==> config.mk <==
export PLATFORM = sky130hd
export DESIGN_NAME = onewire_rom_layer_flat
export DESIGN_NICKNAME = d
export VERILOG_FILES = /design/src/rtl/onewire_rom_layer_if.sv /design/src/rtl/onewire_rom_layer.sv /design/src/flat_wrapper.sv
export SDC_FILE = /design/constraint.sdc
export NUM_CORES = 1
export LEC_CHECK = 0
export CAP_MARGIN = 40
export CORE_ASPECT_RATIO = 0.75
export CORE_MARGIN = 2
export CORE_UTILIZATION = 35
export DETAILED_ROUTE_END_ITERATION = 7
export PLACE_DENSITY = 0.62
export SLEW_MARGIN = 25
export SYNTH_ARGS = -nofsm -noshare
export SYNTH_HDL_FRONTEND = slang
export SYNTH_SLANG_ARGS = --single-unit
export TNS_END_PERCENT = 5
==> constraint.sdc <==
create_clock -name clk -period 2.65 [get_ports clk]
set_input_delay 0.53 -clock clk [delete_from_list [all_inputs] [get_ports clk]]
set_output_delay 0.53 -clock clk [all_outputs]
set_load 0.01 [all_outputs]
==> src/rtl/onewire_rom_layer_if.sv <==
// Bus bundle between the 1-Wire ROM layer, the bit/byte IO controller and the
// memory-function layer. The ROM layer drives through "master"; the peers see "slave".
interface onewire_rom_layer_if;
  logic       nBusRst;
  logic       nODBusRst;
  logic       ioTrig;
  logic       nRxTx;
  logic       ioBitMode;
  logic [7:0] sentDat;
  logic [7:0] receiveDat;
  logic       ioDone;
  logic       odMode;
  logic       funTrig;
  logic       funDone;
  logic [7:0] romCmd;
  logic       idle;

  modport master (
    input  nBusRst, nODBusRst, receiveDat, ioDone, funDone,
    output ioTrig, nRxTx, ioBitMode, sentDat, odMode, funTrig, romCmd, idle
  );
  modport slave (
    output nBusRst, nODBusRst, receiveDat, ioDone, funDone,
    input  ioTrig, nRxTx, ioBitMode, sentDat, odMode, funTrig, romCmd, idle
  );
endinterface

==> src/rtl/onewire_rom_layer.sv <==
// 1-Wire ROM-function layer: READ/MATCH/SKIP/SEARCH/RESUME ROM, then hands off to the
// memory-function layer. Define OVERDRIVE_EN to add OD SKIP (3Ch) and OD MATCH (69h).
module onewire_rom_layer #(
  parameter logic [63:0] ROM_ID     = 64'h8C00_0000_1234_562D,
  parameter logic [7:0]  CMD_READ   = 8'h33,
  parameter logic [7:0]  CMD_MATCH  = 8'h55,
  parameter logic [7:0]  CMD_SKIP   = 8'hCC,
  parameter logic [7:0]  CMD_SEARCH = 8'hF0,
  parameter logic [7:0]  CMD_RESUME = 8'hA5
) (
  input logic               clk,
  input logic               Rst,
  onewire_rom_layer_if.master bus
);
  typedef enum logic [2:0] {S_WAIT_RST, S_GET_CMD, S_READ_ROM, S_MATCH_ROM, S_SEARCH, S_FUN} state_t;

  state_t     r_state, w_state;
  logic       r_busy, w_busy;            // an IO transfer is outstanding
  logic       r_fun_started, w_fun_started;
  logic [2:0] r_byte, w_byte;
  logic [5:0] r_bit, w_bit;
  logic [1:0] r_phase, w_phase;          // search: 0 tx id bit, 1 tx complement, 2 rx master bit
  logic       r_rc, w_rc;
  logic       r_od, w_od;
  logic [7:0] r_cmd, w_cmd;
  logic       r_io_trig, w_io_trig;
  logic       r_nrxtx, w_nrxtx;
  logic       r_bitmode, w_bitmode;
  logic [7:0] r_sent, w_sent;
  logic       r_fun_trig, w_fun_trig;
  logic [7:0] w_rom_byte;

  assign w_rom_byte = ROM_ID[{r_byte, 3'b000} +: 8];

  always_comb begin
    w_state       = r_state;
    w_busy        = r_busy;
    w_fun_started = r_fun_started;
    w_byte        = r_byte;
    w_bit         = r_bit;
    w_phase       = r_phase;
    w_rc          = r_rc;
    w_od          = r_od;
    w_cmd         = r_cmd;
    w_io_trig     = 1'b0;
    w_nrxtx       = r_nrxtx;
    w_bitmode     = r_bitmode;
    w_sent        = r_sent;
    w_fun_trig    = 1'b0;
    // A bus reset overrides whatever handshake lands in the same cycle.
    if (!bus.nBusRst || !bus.nODBusRst) begin
      w_state       = S_GET_CMD;
      w_busy        = 1'b0;
      w_fun_started = 1'b0;
      w_byte        = 3'd0;
      w_bit         = 6'd0;
      w_phase       = 2'd0;
      if (!bus.nBusRst) w_od = 1'b0;
    end else begin
      case (r_state)
        S_GET_CMD: begin
          if (!r_busy) begin
            w_io_trig = 1'b1; w_busy = 1'b1; w_nrxtx = 1'b0; w_bitmode = 1'b0;
          end else if (bus.ioDone) begin
            w_busy = 1'b0;
            w_cmd  = bus.receiveDat;
            case (bus.receiveDat)
              CMD_READ:   begin w_state = S_READ_ROM; w_rc = 1'b0; end
              CMD_SKIP:   begin w_state = S_FUN;      w_rc = 1'b0; end
              CMD_MATCH:  w_state = S_MATCH_ROM;
              CMD_SEARCH: w_state = S_SEARCH;
              CMD_RESUME: w_state = r_rc ? S_FUN : S_WAIT_RST;
`ifdef OVERDRIVE_EN
              8'h3C:      begin w_state = S_FUN; w_od = 1'b1; w_rc = 1'b0; end
              8'h69:      begin w_state = S_MATCH_ROM; w_od = 1'b1; end
`endif
              default:    begin w_state = S_WAIT_RST; w_rc = 1'b0; end
            endcase
          end
        end
        S_READ_ROM: begin
          if (!r_busy) begin
            w_io_trig = 1'b1; w_busy = 1'b1; w_nrxtx = 1'b1; w_bitmode = 1'b0;
            w_sent    = w_rom_byte;
          end else if (bus.ioDone) begin
            w_busy = 1'b0;
            if (r_byte == 3'd7) w_state = S_FUN;
            else                w_byte  = r_byte + 3'd1;
          end
        end
        S_MATCH_ROM: begin
          if (!r_busy) begin
            w_io_trig = 1'b1; w_busy = 1'b1; w_nrxtx = 1'b0; w_bitmode = 1'b0;
          end else if (bus.ioDone) begin
            w_busy = 1'b0;
            if (bus.receiveDat != w_rom_byte) begin
              w_state = S_WAIT_RST;
`ifdef OVERDRIVE_EN
              if (r_cmd == 8'h69) w_od = 1'b0;
`endif
            end else if (r_byte == 3'd7) begin
              w_state = S_FUN; w_rc = 1'b1;
            end else begin
              w_byte = r_byte + 3'd1;
            end
          end
        end
        S_SEARCH: begin
          if (!r_busy) begin
            w_io_trig = 1'b1; w_busy = 1'b1; w_bitmode = 1'b1;
            w_nrxtx   = (r_phase != 2'd2);
            if (r_phase == 2'd0)      w_sent = {7'd0, ROM_ID[r_bit]};
            else if (r_phase == 2'd1) w_sent = {7'd0, ~ROM_ID[r_bit]};
          end else if (bus.ioDone) begin
            w_busy = 1'b0;
            if (r_phase != 2'd2) begin
              w_phase = r_phase + 2'd1;
            end else if (bus.receiveDat[0] != ROM_ID[r_bit]) begin
              w_state = S_WAIT_RST;
            end else if (r_bit == 6'd63) begin
              w_state = S_FUN; w_rc = 1'b1;
            end else begin
              w_bit = r_bit + 6'd1; w_phase = 2'd0;
            end
          end
        end
        S_FUN: begin
          if (!r_fun_started) begin
            w_fun_trig = 1'b1; w_fun_started = 1'b1;
          end else if (bus.funDone) begin
            w_state = S_WAIT_RST; w_fun_started = 1'b0;
          end
        end
        default: ;
      endcase
    end
  end

  always_ff @(posedge clk or posedge Rst) begin
    if (Rst) begin
      r_state       <= S_WAIT_RST;
      r_busy        <= 1'b0;
      r_fun_started <= 1'b0;
      r_byte        <= 3'd0;
      r_bit         <= 6'd0;
      r_phase       <= 2'd0;
      r_rc          <= 1'b0;
      r_od          <= 1'b0;
      r_cmd         <= 8'd0;
      r_io_trig     <= 1'b0;
      r_nrxtx       <= 1'b0;
      r_bitmode     <= 1'b0;
      r_sent        <= 8'd0;
      r_fun_trig    <= 1'b0;
    end else begin
      r_state       <= w_state;
      r_busy        <= w_busy;
      r_fun_started <= w_fun_started;
      r_byte        <= w_byte;
      r_bit         <= w_bit;
      r_phase       <= w_phase;
      r_rc          <= w_rc;
      r_od          <= w_od;
      r_cmd         <= w_cmd;
      r_io_trig     <= w_io_trig;
      r_nrxtx       <= w_nrxtx;
      r_bitmode     <= w_bitmode;
      r_sent        <= w_sent;
      r_fun_trig    <= w_fun_trig;
    end
  end

  assign bus.ioTrig    = r_io_trig;
  assign bus.nRxTx     = r_nrxtx;
  assign bus.ioBitMode = r_bitmode;
  assign bus.sentDat   = r_sent;
  assign bus.funTrig   = r_fun_trig;
  assign bus.romCmd    = r_cmd;
  assign bus.idle      = (r_state == S_WAIT_RST);
`ifdef OVERDRIVE_EN
  assign bus.odMode    = r_od;
`else
  assign bus.odMode    = 1'b0;
`endif
endmodule
==> src/flat_wrapper.sv <==
// flat-port wrapper written by rule: the top's interface ports become plain ports
module onewire_rom_layer_flat 
#(
  parameter logic [63:0] ROM_ID     = 64'h8C00_0000_1234_562D,
  parameter logic [7:0]  CMD_READ   = 8'h33,
  parameter logic [7:0]  CMD_MATCH  = 8'h55,
  parameter logic [7:0]  CMD_SKIP   = 8'hCC,
  parameter logic [7:0]  CMD_SEARCH = 8'hF0,
  parameter logic [7:0]  CMD_RESUME = 8'hA5
)
  (clk, Rst, bus_nBusRst, bus_nODBusRst, bus_receiveDat, bus_ioDone, bus_funDone, bus_ioTrig, bus_nRxTx, bus_ioBitMode, bus_sentDat, bus_odMode, bus_funTrig, bus_romCmd, bus_idle);
  onewire_rom_layer_if bus_i ();
  input logic clk;
  input logic Rst;
  input wire logic [$bits(bus_i.nBusRst)-1:0] bus_nBusRst;
  input wire logic [$bits(bus_i.nODBusRst)-1:0] bus_nODBusRst;
  input wire logic [$bits(bus_i.receiveDat)-1:0] bus_receiveDat;
  input wire logic [$bits(bus_i.ioDone)-1:0] bus_ioDone;
  input wire logic [$bits(bus_i.funDone)-1:0] bus_funDone;
  output wire logic [$bits(bus_i.ioTrig)-1:0] bus_ioTrig;
  output wire logic [$bits(bus_i.nRxTx)-1:0] bus_nRxTx;
  output wire logic [$bits(bus_i.ioBitMode)-1:0] bus_ioBitMode;
  output wire logic [$bits(bus_i.sentDat)-1:0] bus_sentDat;
  output wire logic [$bits(bus_i.odMode)-1:0] bus_odMode;
  output wire logic [$bits(bus_i.funTrig)-1:0] bus_funTrig;
  output wire logic [$bits(bus_i.romCmd)-1:0] bus_romCmd;
  output wire logic [$bits(bus_i.idle)-1:0] bus_idle;
  assign bus_i.nBusRst = bus_nBusRst;
  assign bus_i.nODBusRst = bus_nODBusRst;
  assign bus_i.receiveDat = bus_receiveDat;
  assign bus_i.ioDone = bus_ioDone;
  assign bus_i.funDone = bus_funDone;
  assign bus_ioTrig = bus_i.ioTrig;
  assign bus_nRxTx = bus_i.nRxTx;
  assign bus_ioBitMode = bus_i.ioBitMode;
  assign bus_sentDat = bus_i.sentDat;
  assign bus_odMode = bus_i.odMode;
  assign bus_funTrig = bus_i.funTrig;
  assign bus_romCmd = bus_i.romCmd;
  assign bus_idle = bus_i.idle;
  onewire_rom_layer #(.ROM_ID(ROM_ID), .CMD_READ(CMD_READ), .CMD_MATCH(CMD_MATCH), .CMD_SKIP(CMD_SKIP), .CMD_SEARCH(CMD_SEARCH), .CMD_RESUME(CMD_RESUME)) u_core (.clk(clk), .Rst(Rst), .bus(bus_i));
endmodule
### After elaboration in Yosys (flattened, before gate mapping)

Memories as Yosys holds them, arrays and structs flattened.
Index checks and enable logic that the tools add are counted.

| storage, ports and cells | value |
|---|---|
| ROM bits | 64 |
| logic and storage cells | 180 |
| memories | 1 |
| bits of input ports | 14 |
| bits in registers | 37 |

| operators by class | value |
|---|---|
| bitwise logic cells | 2 |
| mux-type cells | 79 |
| equality and inequality tests | 51 |
| $add $sub $neg | 3 |
| reduce and logical (&&, ||, !) cells | 29 |
| magnitude comparators | 1 |
| shift-type cells | 1 |

Memories:

| memory | depth | width | read ports | clocked after memory_dff | write ports | RTL line | source |
|---|---|---|---|---|---|---|---|
| (name not given) | 64 | 1 | 1 | 0 | 0 | onewire_rom_layer.sv:112 | `if (r_phase == 2'd0) w_sent = {7'd0, ROM_ID[r_bit]};` |

Operators by type and width:

| operator | number |
|---|---|
| $mux 3 | 24 |
| $shiftx 64x7->8 const A | 1 |
| $mux 6 | 7 |
| $mux 8 | 4 |
| $mux 1 | 30 |
| $pmux 3 s5 | 2 |
| $eq 8x8->1 const B | 3 |
| $ne 2x2->1 const B | 12 |
| $ne 3x1->1 const B | 8 |
| $ne 3x2->1 const B | 7 |
| $ne 2x1->1 const B | 8 |
| $pmux 8 s2 | 1 |
| $reduce_and 5->1 | 3 |
| $mux 2 | 7 |
| $reduce_and 14->1 | 1 |
| $reduce_bool 2->1 | 7 |
| $reduce_and 13->1 | 1 |
| $reduce_and 6->1 | 2 |
| $eq 3x3->1 const B | 3 |
| $reduce_bool 3->1 | 3 |
| $eq 8x6->1 const B | 1 |
| $eq 8x7->1 const B | 1 |
| $ne 8x8->1 | 1 |
| $reduce_and 4->1 | 2 |
| 22 further kinds | 27 |

### Logic depth before layout (Yosys ltp)

Gate-level depths: netlist of the first run.

| logic depth | value |
|---|---|
| word-level depth | 9 |
| gate-level depth with buffers | 8 |
| depth with buffers taken out | 8 |

### Worst setup path before layout of the first run

OpenSTA, ideal clock, no wires.

| timing path | value |
|---|---|
| path kind | flip-flop to flip-flop |
| start | register u_core.r_byte[0] |
| end | register u_core.r_byte[0] |
| period minus slack after synthesis | 2174 ps |
| stages on the path, launching flop included | 9 |
| setup slack | 476 ps |
| arrival | 2054 ps |
| cell sequence | dfrtp_1 > ha_1 > ha_1 > xor2_1 > a21oi_1 > nand4_1 > o31ai_4 > a211oi_1 > a31o_2 |

| on the way | value |
|---|---|
| cells in the longest elaborated chain, start to end | 7 |
| elaborated cells on any way between the ends | 14 |
| those cells by class | 1 x add/sub; 3 x eq/ne; 1 x shift; 8 x mux; 1 x reduce/logical |

Ends and longest elaborated chain:

| element | RTL line | source |
|---|---|---|
| start, declared | onewire_rom_layer.sv:20 | `logic [2:0] r_byte, w_byte;` |
| start signal, assigned | onewire_rom_layer.sv:159 | `r_byte <= w_byte;` |
| parallel branches: the longest is 7 deep, another holds $shiftx 64x7->8 | -- |  |

Parallel ways; which one is timed is not known. The select of a mux whose other input is x is not followed.
A chain may end at the register's enable or synchronous reset.

### Worst setup path after layout of the first run

| timing path | value |
|---|---|
| start | input bus_receiveDat[0] |
| end | register u_core.r_state[0] |

| on the way | value |
|---|---|
| cells in the longest elaborated chain, start to end | 7 |
| elaborated cells on any way between the ends | 21 |
| those cells by class | 8 x eq/ne; 12 x mux; 1 x reduce/logical |

Ends and longest elaborated chain:

| element | RTL line | source |
|---|---|---|
| start, declared | flat_wrapper.sv:17 | `input wire logic [$bits(bus_i.receiveDat)-1:0] bus_receiveDat;` |
| parallel branches: the longest is 7 deep, another holds $eq 8x8->1 | -- |  |
| end signal, assigned | onewire_rom_layer.sv:156 | `r_state <= w_state;` |
| end, declared | onewire_rom_layer.sv:17 | `state_t r_state, w_state;` |

Parallel ways; which one is timed is not known. The select of a mux whose other input is x is not followed.

==> summary.md, run 1 <==
| Metric | Value |
|---|---|
| Total CTS buffers | `5` |
| Seq cells post-synth | `37` |
| CTS tree | `yes` |
| Cell taking the most area after synthesis | `sky130_fd_sc_hd__dfrtp_1` |
| Diodes inserted | `0` |
| TritonRoute pass-1 iters | `4` |
| Slew Viols, Final | `0` |
| Y dimension of the die | `81.1 µm` |
| Final routed DRC violation total | `0` |
| Worst slack after detailed placement | `-0.0167 ns` |
| Pwr Density | `399 nW/µm²` |
| Final routed wirelength across all metal layers | `7150 µm` |
| Number of global-route vias before repair | `2262` |
| Number of input and output port buffers inserted | `34` |
| # clock sinks | `37` |
| Beginning of the critical path | `bus_receiveDat[0]` |
| Hold Violations, Final | `0` |
| Vias after detailed routing | `2537` |
| Fin nets | `375` |
| Worst slack on hold paths | `0.482 ns` |
| Max frequency | `415 MHz` |
| Maximum fanout along the worst path | `9` |
| Portion of synthesized cell area occupied by the leading cell type | `33.4%` |
| Post-layout utilization of the core | `43.5%` |
| Top Ports | `36` |
| Crit path required time | `2.83 ns` |
| Critical path type | `primary input to flip-flop` |
| CTS Root Buffer Type | `sky130_fd_sc_hd__clkbuf_8` |
| Clock input transition at the sequential cells of the worst setup and hold paths | `0.07 ns` |
| Final period util | `90.9%` |
| Reg-to-reg startpoint | `u_core.r_byte[1]$_DFFE_PP0P_` |
| Global-route wire length before repair | `11700 µm` |
| Asr flop ratio synth | `100%` |
| Sequential cell area fraction in the yosys report | `33.4%` |
| Number of design-rule violations left by the first detailed-router iteration | `238` |
| Crit path DAT | `2.59 ns` |
| RD Place Congestion | `0.900` |
| Worst clock skew on the final layout | `0.00871 ns` |
| Synth Net Count | `330` |
| Maximum resistive drop on vdd | `0.243 mV` |
| Remaining Overflow, GRT | `0` |
| Worst Setup Slack, final | `0.242 ns` |
| Syn Std Cell Area | `2780 µm²` |
| Number of buffers inserted for hold repair after clock tree synthesis | `0` |
| Width of the die | `107 µm` |
| Warnings from Yosys | `0` |
| Number of enable-type register cells in the synthesized netlist | `0` |
| H-tree levels | `2` |
| Slew margin rel. | `66.5%` |
| Tmin final | `2.41 ns` |
| Worst Hold Launch | `u_core.bus.sentDat[3]$_DFFE_PP0P_` |
| Floorplan core area | `7780 µm²` |
| Initial core utilization | `35.7%` |
| Layout overhead on the synthesized area | `22.0%` |
| Standard-cell row count | `28` |
| Syn_area_per_cell | `9.10 µm²` |
| Post-CTS repair timing setup buffer count | `0` |
| Top cells by area, synth | `sky130_fd_sc_hd__dfrtp_1, sky130_fd_sc_hd__ha_1, sky130_fd_sc_hd__a21oi_1` |
| Placed inst area | `3300 µm²` |
| Setup violators final | `0` |
| Routed WL per cell | `15.7 µm` |
| Number of gates resized after cts | `0` |
| Clock buffer depth | `2` |
| Result of the run | `finished clean` |
| Most instantiated flip-flop cell in the synthesis netlist | `sky130_fd_sc_hd__dfrtp_1` |
| Post-Layout Inst Area | `3390 µm²` |
| DP Wirelength | `5390 µm` |
| Antenna violations before repair | `0` |
| Leakage power total | `1.36 nW` |
| Number of max-capacitance violations reported | `0` |
| Element type at the critical path end | `flip-flop` |
| Unrepaired setup endpoints after global routing | `no` |
| Actual slew at the worst max-slew pin | `0.503 ns` |
| Synth Instances | `305` |
| Post-route ant nets | `0` |
| Insertion delay of the later-clocked pin in the worst-skew pair | `0.30 ns` |
| Per-cell via count in the routed design | `5.58` |
| Cell variety after synth | `73` |
| Share of layout cells above drive strength 1 | `16.0%` |
| Total track usage | `17.3%` |
| Critical path startpoint category | `primary input` |
| Overall die area | `8660 µm²` |
| Min-delay worst type | `flip-flop to flip-flop` |
| Maximum number of pins on one net before global-route repair | `38` |
-- synth_stat cells, types with 3 or more instances --
master	n
sky130_fd_sc_hd__nor2_1	19
sky130_fd_sc_hd__xnor2_1	3
sky130_fd_sc_hd__a21oi_1	21
sky130_fd_sc_hd__nor4_1	3
sky130_fd_sc_hd__a21o_1	5
sky130_fd_sc_hd__dfrtp_1	37
sky130_fd_sc_hd__mux2i_1	6
sky130_fd_sc_hd__o21ai_0	13
sky130_fd_sc_hd__nand2_1	27
sky130_fd_sc_hd__mux2_2	9
sky130_fd_sc_hd__a41o_1	3
sky130_fd_sc_hd__clkbuf_1	6
sky130_fd_sc_hd__nand2b_1	11
sky130_fd_sc_hd__o211ai_1	4
sky130_fd_sc_hd__nor3_1	8
sky130_fd_sc_hd__nand3_1	11
sky130_fd_sc_hd__nor2b_1	6
sky130_fd_sc_hd__or3_1	3
sky130_fd_sc_hd__nor4bb_1	4
sky130_fd_sc_hd__a31oi_1	4
sky130_fd_sc_hd__xor2_1	3
sky130_fd_sc_hd__buf_4	3
sky130_fd_sc_hd__nand4b_1	3
sky130_fd_sc_hd__ha_1	11
sky130_fd_sc_hd__a211oi_1	6
sky130_fd_sc_hd__inv_1	16
-- through the flow --
stage	power (mW)	setup TNS (ns)	std cells
2_1_floorplan	0.804	0	305
3_3_place_gp	0.949	0	448
4_1_cts	1.37	0	455
6_report	1.35	0	455
3_5_place_dp	0.950	-0.0285	448
5_1_grt	1.43	0	455
-- report_power, final --
part	switching (mW)	internal, mW	total [mW]
Clock	0.208	0.206	0.414
Combinational	0.131	0.158	0.288
Sequential	0.0367	0.614	0.651
-- worst paths after layout --
check,endpoint,slack [ns],cells after the start
setup / recovery,u_core.r_state[0]$_DFFE_PP0P_,0.24,7
hold / removal,u_core.bus.sentDat[3]$_DFFE_PP0P_,0.48,1
min in group asynchronous,u_core.bus.romCmd[6]$_DFFE_PP0P_,0.65,3
hold reg to reg,u_core.bus.sentDat[3]$_DFFE_PP0P_,0.48,1
setup reg to reg,u_core.r_byte[1]$_DFFE_PP0P_,0.24,8
max in group asynchronous,u_core.r_bit[2]$_DFFE_PP0P_,1.65,3
-- sequential cells by signal (all words and copies together) (netlist names) --
register and cells:
u_core.bus.ioTrig 1, u_core.bus.romCmd 8, u_core.r_bit 6, u_core.bus.sentDat 8, u_core.r_byte 3, u_core.bus.funTrig 1
u_core.r_rc 1, u_core.bus.nRxTx 1, u_core.r_fun_started 1, u_core.r_busy 1, u_core.r_phase 2, u_core.bus.ioBitMode 1
u_core.r_state 3
-- cells in the final DEF (no fill, tap or decap), drive strengths merged, types with 4 or more instances in the layout --
cell type	Yosys	routed
a211oi	7	7
a21o	5	5
a21oi	21	21
a31oi	4	4
buf	7	17
clkbuf	6	6
clkdlybuf4s50	0	34
dfrtp	37	37
ha	11	11
inv	16	16
mux2	9	9
mux2i	6	6
nand2	27	27
nand2b	11	11
nand3	12	12
nor2	19	19
nor2b	6	6
nor3	8	8
nor3b	4	4
nor4	4	4
nor4bb	4	4
o211ai	5	5
o21ai	16	16
or3	4	4
-- cells by family after synthesis --
kind of cell / share of synthesized area, %
AOI/OAI and AO/OA: 24.3
xor gates and xnor gates: 1.89
adders and majority gates: 4.96
buffers and inverters: 4.96
DFF: 33.4
muxes: 5.82
other: 0.135
and+or+nand+nor: 24.6
-- metal layers --
| metal | global-route usage (%) | routed length, µm | vias to the layer above |
|---|---|---|---|
| met4 | 5.58 | 86 | 0 |
| met1 | 26.8 | 3760 | 1219 |
| li1 | - | - | 1225 |
| met3 | 2.73 | 422 | 8 |
| met5 | 0 | 0 | - |
| met2 | 23.9 | 2880 | 85 |
-- final cells by class --
class                           instances  area [µm²]
Fill cell                             778        4390
Multi-Input combinational cell        239        1710
Sequential cell                        37         926
Timing Repair Buffer                   51         468
Tap cell                              105         131
Clock buffer                            6        82.6
Inverter                               16        60.1
Clock inverter                          1        7.51
-- worst max-delay path, cell delays in order --
cell and delay (ns):
sky130_fd_sc_hd__clkdlybuf4s50_1 0.61, sky130_fd_sc_hd__and4bb_2 0.38, sky130_fd_sc_hd__a22oi_1 0.24, sky130_fd_sc_hd__a31oi_1 0.12
sky130_fd_sc_hd__a21o_1 0.20, sky130_fd_sc_hd__a2111oi_2 0.38, sky130_fd_sc_hd__o32ai_1 0.12
Note: power is estimated with default switching activity, not from simulation.
==> run 2: changes to the inputs <==
Settings changed: CTS_BUF_LIST set to sky130_fd_sc_hd__clkbuf_16.
==> run 2 against run 1 <==
Against the previous run:
- global-route usage down 0.069 points
- fmax down 0.92%
- die area unchanged
- flip-flop and latch count unchanged
- core utilization up 0.60 points
- first-iteration DRC count down 3.4%
==> summary.md, run 2 (same netlist as run 1, synthesis figures left out) <==
| Metric | Value |
|---|---|
| RD Place Congestion | `0.900 (unchanged)` |
| Total area of sequential cells | `926 µm² (unchanged)` |
| Max frequency | `412 MHz (-0.92%)` |
| CTS tree | `yes` |
| Number of gates resized after cts | `0 (unchanged)` |
| Diodes inserted | `0 (unchanged)` |
| Sequential share of power | `43.3% (-4.8 points)` |
| Share of total power in combinational logic | `19.1% (-2.2 points)` |
| Number of buffers and inverters on the critical path | `1 (unchanged)` |
| Min-delay worst type | `flip-flop to flip-flop` |
| Total CTS buffers | `5 (unchanged)` |
| Top cell family by delay on the critical path | `compound AO/OA/AOI/OAI gates` |
| Post-route ant nets | `0 (unchanged)` |
| Cell with the largest stage delay on the worst path | `sky130_fd_sc_hd__clkdlybuf4s50_1` |
| Element type at the critical path end | `flip-flop` |
| Leakage power total | `1.38 nW (+1.5%)` |
| Setup violators final | `0 (unchanged)` |
| Top Ports | `36 (unchanged)` |
| Number of buffers inserted for hold repair after clock tree synthesis | `0 (unchanged)` |
| Final period util | `91.7% (+0.84 points)` |
| Number of standard cells in the layout, taps in and fillers out | `455 (unchanged)` |
| Share of layout cells above drive strength 1 | `15.7% (-0.29 points)` |
| Final routed wirelength across all metal layers | `7120 µm (-0.34%)` |
| Tmin final | `2.43 ns (+0.0223 ns)` |
| Total track usage | `17.2% (-0.069 points)` |
| Crit path DAT | `2.58 ns (about the same)` |
| Total power | `1.51 mW (+11%)` |
| Antenna violations before repair | `0 (unchanged)` |
| Most common cell after layout, fill and taps aside | `sky130_fd_sc_hd__dfrtp_1` |
| Detailed-route wire length on metal 1 | `3720 µm (-0.91%)` |
| Fill cell count | `766 (-1.5%)` |
| Initial core utilization | `35.7% (unchanged)` |
| Clock network fraction of design power | `37.6% (+7.0 points)` |
| CTS Root Buffer Type | `sky130_fd_sc_hd__clkbuf_16` |
| Final routed DRC violation total | `0 (unchanged)` |
| Clock input transition at the sequential cells of the worst setup and hold paths | `0.05 ns (-0.02 ns)` |
| Width of the die | `107 µm (unchanged)` |
| Maximum fanout along the worst path | `9 (unchanged)` |
| Floorplan core area | `7780 µm² (unchanged)` |
| Number of max-capacitance violations reported | `0 (unchanged)` |
| Maximum number of pins on one net before global-route repair | `38 (unchanged)` |
| Slew Viols, Final | `0 (unchanged)` |
| Critical path type | `primary input to flip-flop` |
| Post-route setup TNS | `0 ns (unchanged)` |
| Maximum resistive drop on vdd | `0.199 mV (-18%)` |
| Uppermost signal routing layer after detailed routing | `met4` |
| Global-route wire length before repair | `11700 µm (+0.24%)` |
| Critical path startpoint category | `primary input` |
| Hold Violations, Final | `0 (unchanged)` |
| Crit path required time | `2.80 ns (-0.03 ns)` |
| TritonRoute pass-1 iters | `4 (unchanged)` |
| Worst clock skew on the final layout | `0.00470 ns (-0.00401 ns)` |
| Clock buffer depth | `2 (unchanged)` |
| Met2 wire len | `2900 µm (+0.55%)` |
| # clock sinks | `37 (unchanged)` |
| Number of input and output port buffers inserted | `34 (unchanged)` |
| DP Wirelength | `5390 µm (unchanged)` |
| Number of design-rule violations left by the first detailed-router iteration | `230 (-3.4%)` |
| Post-layout utilization of the core | `44.1% (+0.60 points)` |
| Met3 wirelength from detailed routing | `436 µm (+3.3%)` |
| Largest stage delay on the critical path | `0.61 ns (about the same)` |
| Unrepaired setup endpoints after global routing | `no` |
| Remaining Overflow, GRT | `0 (unchanged)` |
| Vias after detailed routing | `2519 (-0.71%)` |
| Pwr Density | `438 nW/µm² (+9.8%)` |
| H-tree levels | `2 (unchanged)` |
| Per-cell via count in the routed design | `5.54 (-0.71%)` |
| Fin nets | `375 (unchanged)` |
| Cell chain of the critical path | `clkdlybuf4s50_1 -> and4bb_2 -> a22oi_1 -> a31oi_1 -> a21o_1 -> a2111oi_2 -> o32ai_1` |
| Y dimension of the die | `81.1 µm (unchanged)` |
| P_int | `1.11 mW (+14%)` |
| Layout overhead on the synthesized area | `23.7%` |
| Insertion delay of the later-clocked pin in the worst-skew pair | `0.28 ns (-0.02 ns)` |
| Result of the run | `finished clean` |
| Highest-count cells in the layout ignoring fill and taps | `sky130_fd_sc_hd__dfrtp_1, sky130_fd_sc_hd__clkdlybuf4s50_1, sky130_fd_sc_hd__nand2_1` |
| Area of the multi-input gates | `1710 µm² (unchanged)` |
| Routed WL per cell | `15.7 µm (-0.34%)` |
| Post-CTS repair timing setup buffer count | `0 (unchanged)` |
| Number of global-route vias before repair | `2258 (-0.18%)` |
| Net Sw Frac | `26.1% (-1.7 points)` |
| Standard-cell row count | `28 (unchanged)` |
| Net switching component of the power | `0.393 mW (+4.6%)` |
| Inst Count DP | `448 (unchanged)` |
| Overall die area | `8660 µm² (unchanged)` |
[run 2: changes by cell type in the layout (fill, tap and decap cells not counted), sizes merged]
cell    previous run  this run
clkbuf             6         5
clkinv             0         1
[run 2: path summary, 6_finish.rpt]
check	startpoint	end	slack (ns)	cells past startpoint
worst max-delay path	bus_receiveDat[0]	u_core.r_state[0]$_DFFE_PP0P_	0.22	7
worst min-delay path	u_core.bus.sentDat[3]$_DFFE_PP0P_	u_core.bus.sentDat[3]$_DFFE_PP0P_	0.48	1
worst max register to register	u_core.r_byte[1]$_DFFE_PP0P_	u_core.r_byte[1]$_DFFE_PP0P_	0.27	8
worst min register to register	u_core.bus.sentDat[3]$_DFFE_PP0P_	u_core.bus.sentDat[3]$_DFFE_PP0P_	0.48	1
max in group asynchronous	Rst	u_core.r_bit[2]$_DFFE_PP0P_	1.64	3
min in group asynchronous	Rst	u_core.bus.romCmd[6]$_DFFE_PP0P_	0.67	3
[run 2: layer usage]
layer | vias to the layer above | GRT usage [%]
li1 | 1228 | -
met1 | 1209 | 26.8
met2 | 76 | 24.0
met3 | 6 | 2.97
met4 | 0 | 4.42
met5 | - | 0
[run 2: per-stage QoR]
stage	instance area [µm²]	hold slack, ns	setup slack (ns)
after floorplan	2780	0.453	0.476
after global placement	3300	0.458	0.0231
after detailed placement	3300	0.471	-0.0167
after CTS	3430	0.483	0.275
after global routing	3430	0.514	0.0112
final	3430	0.479	0.220
[run 2: final cells by class]
cell class                      instances  area share (%)
Tap cell                              105            3.83
Sequential cell                        37            27.0
Timing Repair Buffer                   51            13.6
Multi-Input combinational cell        239            49.9
Clock buffer                            5            3.64
Inverter                               16            1.75
Clock inverter                          2           0.328
[run 2: power groups by stage]
stage	Combinational [mW]	Clock, mW	Sequential, mW
after global routing	0.314	0.605	0.660
after detailed placement	0.288	0	0.662
final	0.288	0.566	0.652
after global placement	0.287	0	0.662
after CTS	0.290	0.579	0.652
after floorplan	0.135	0	0.669
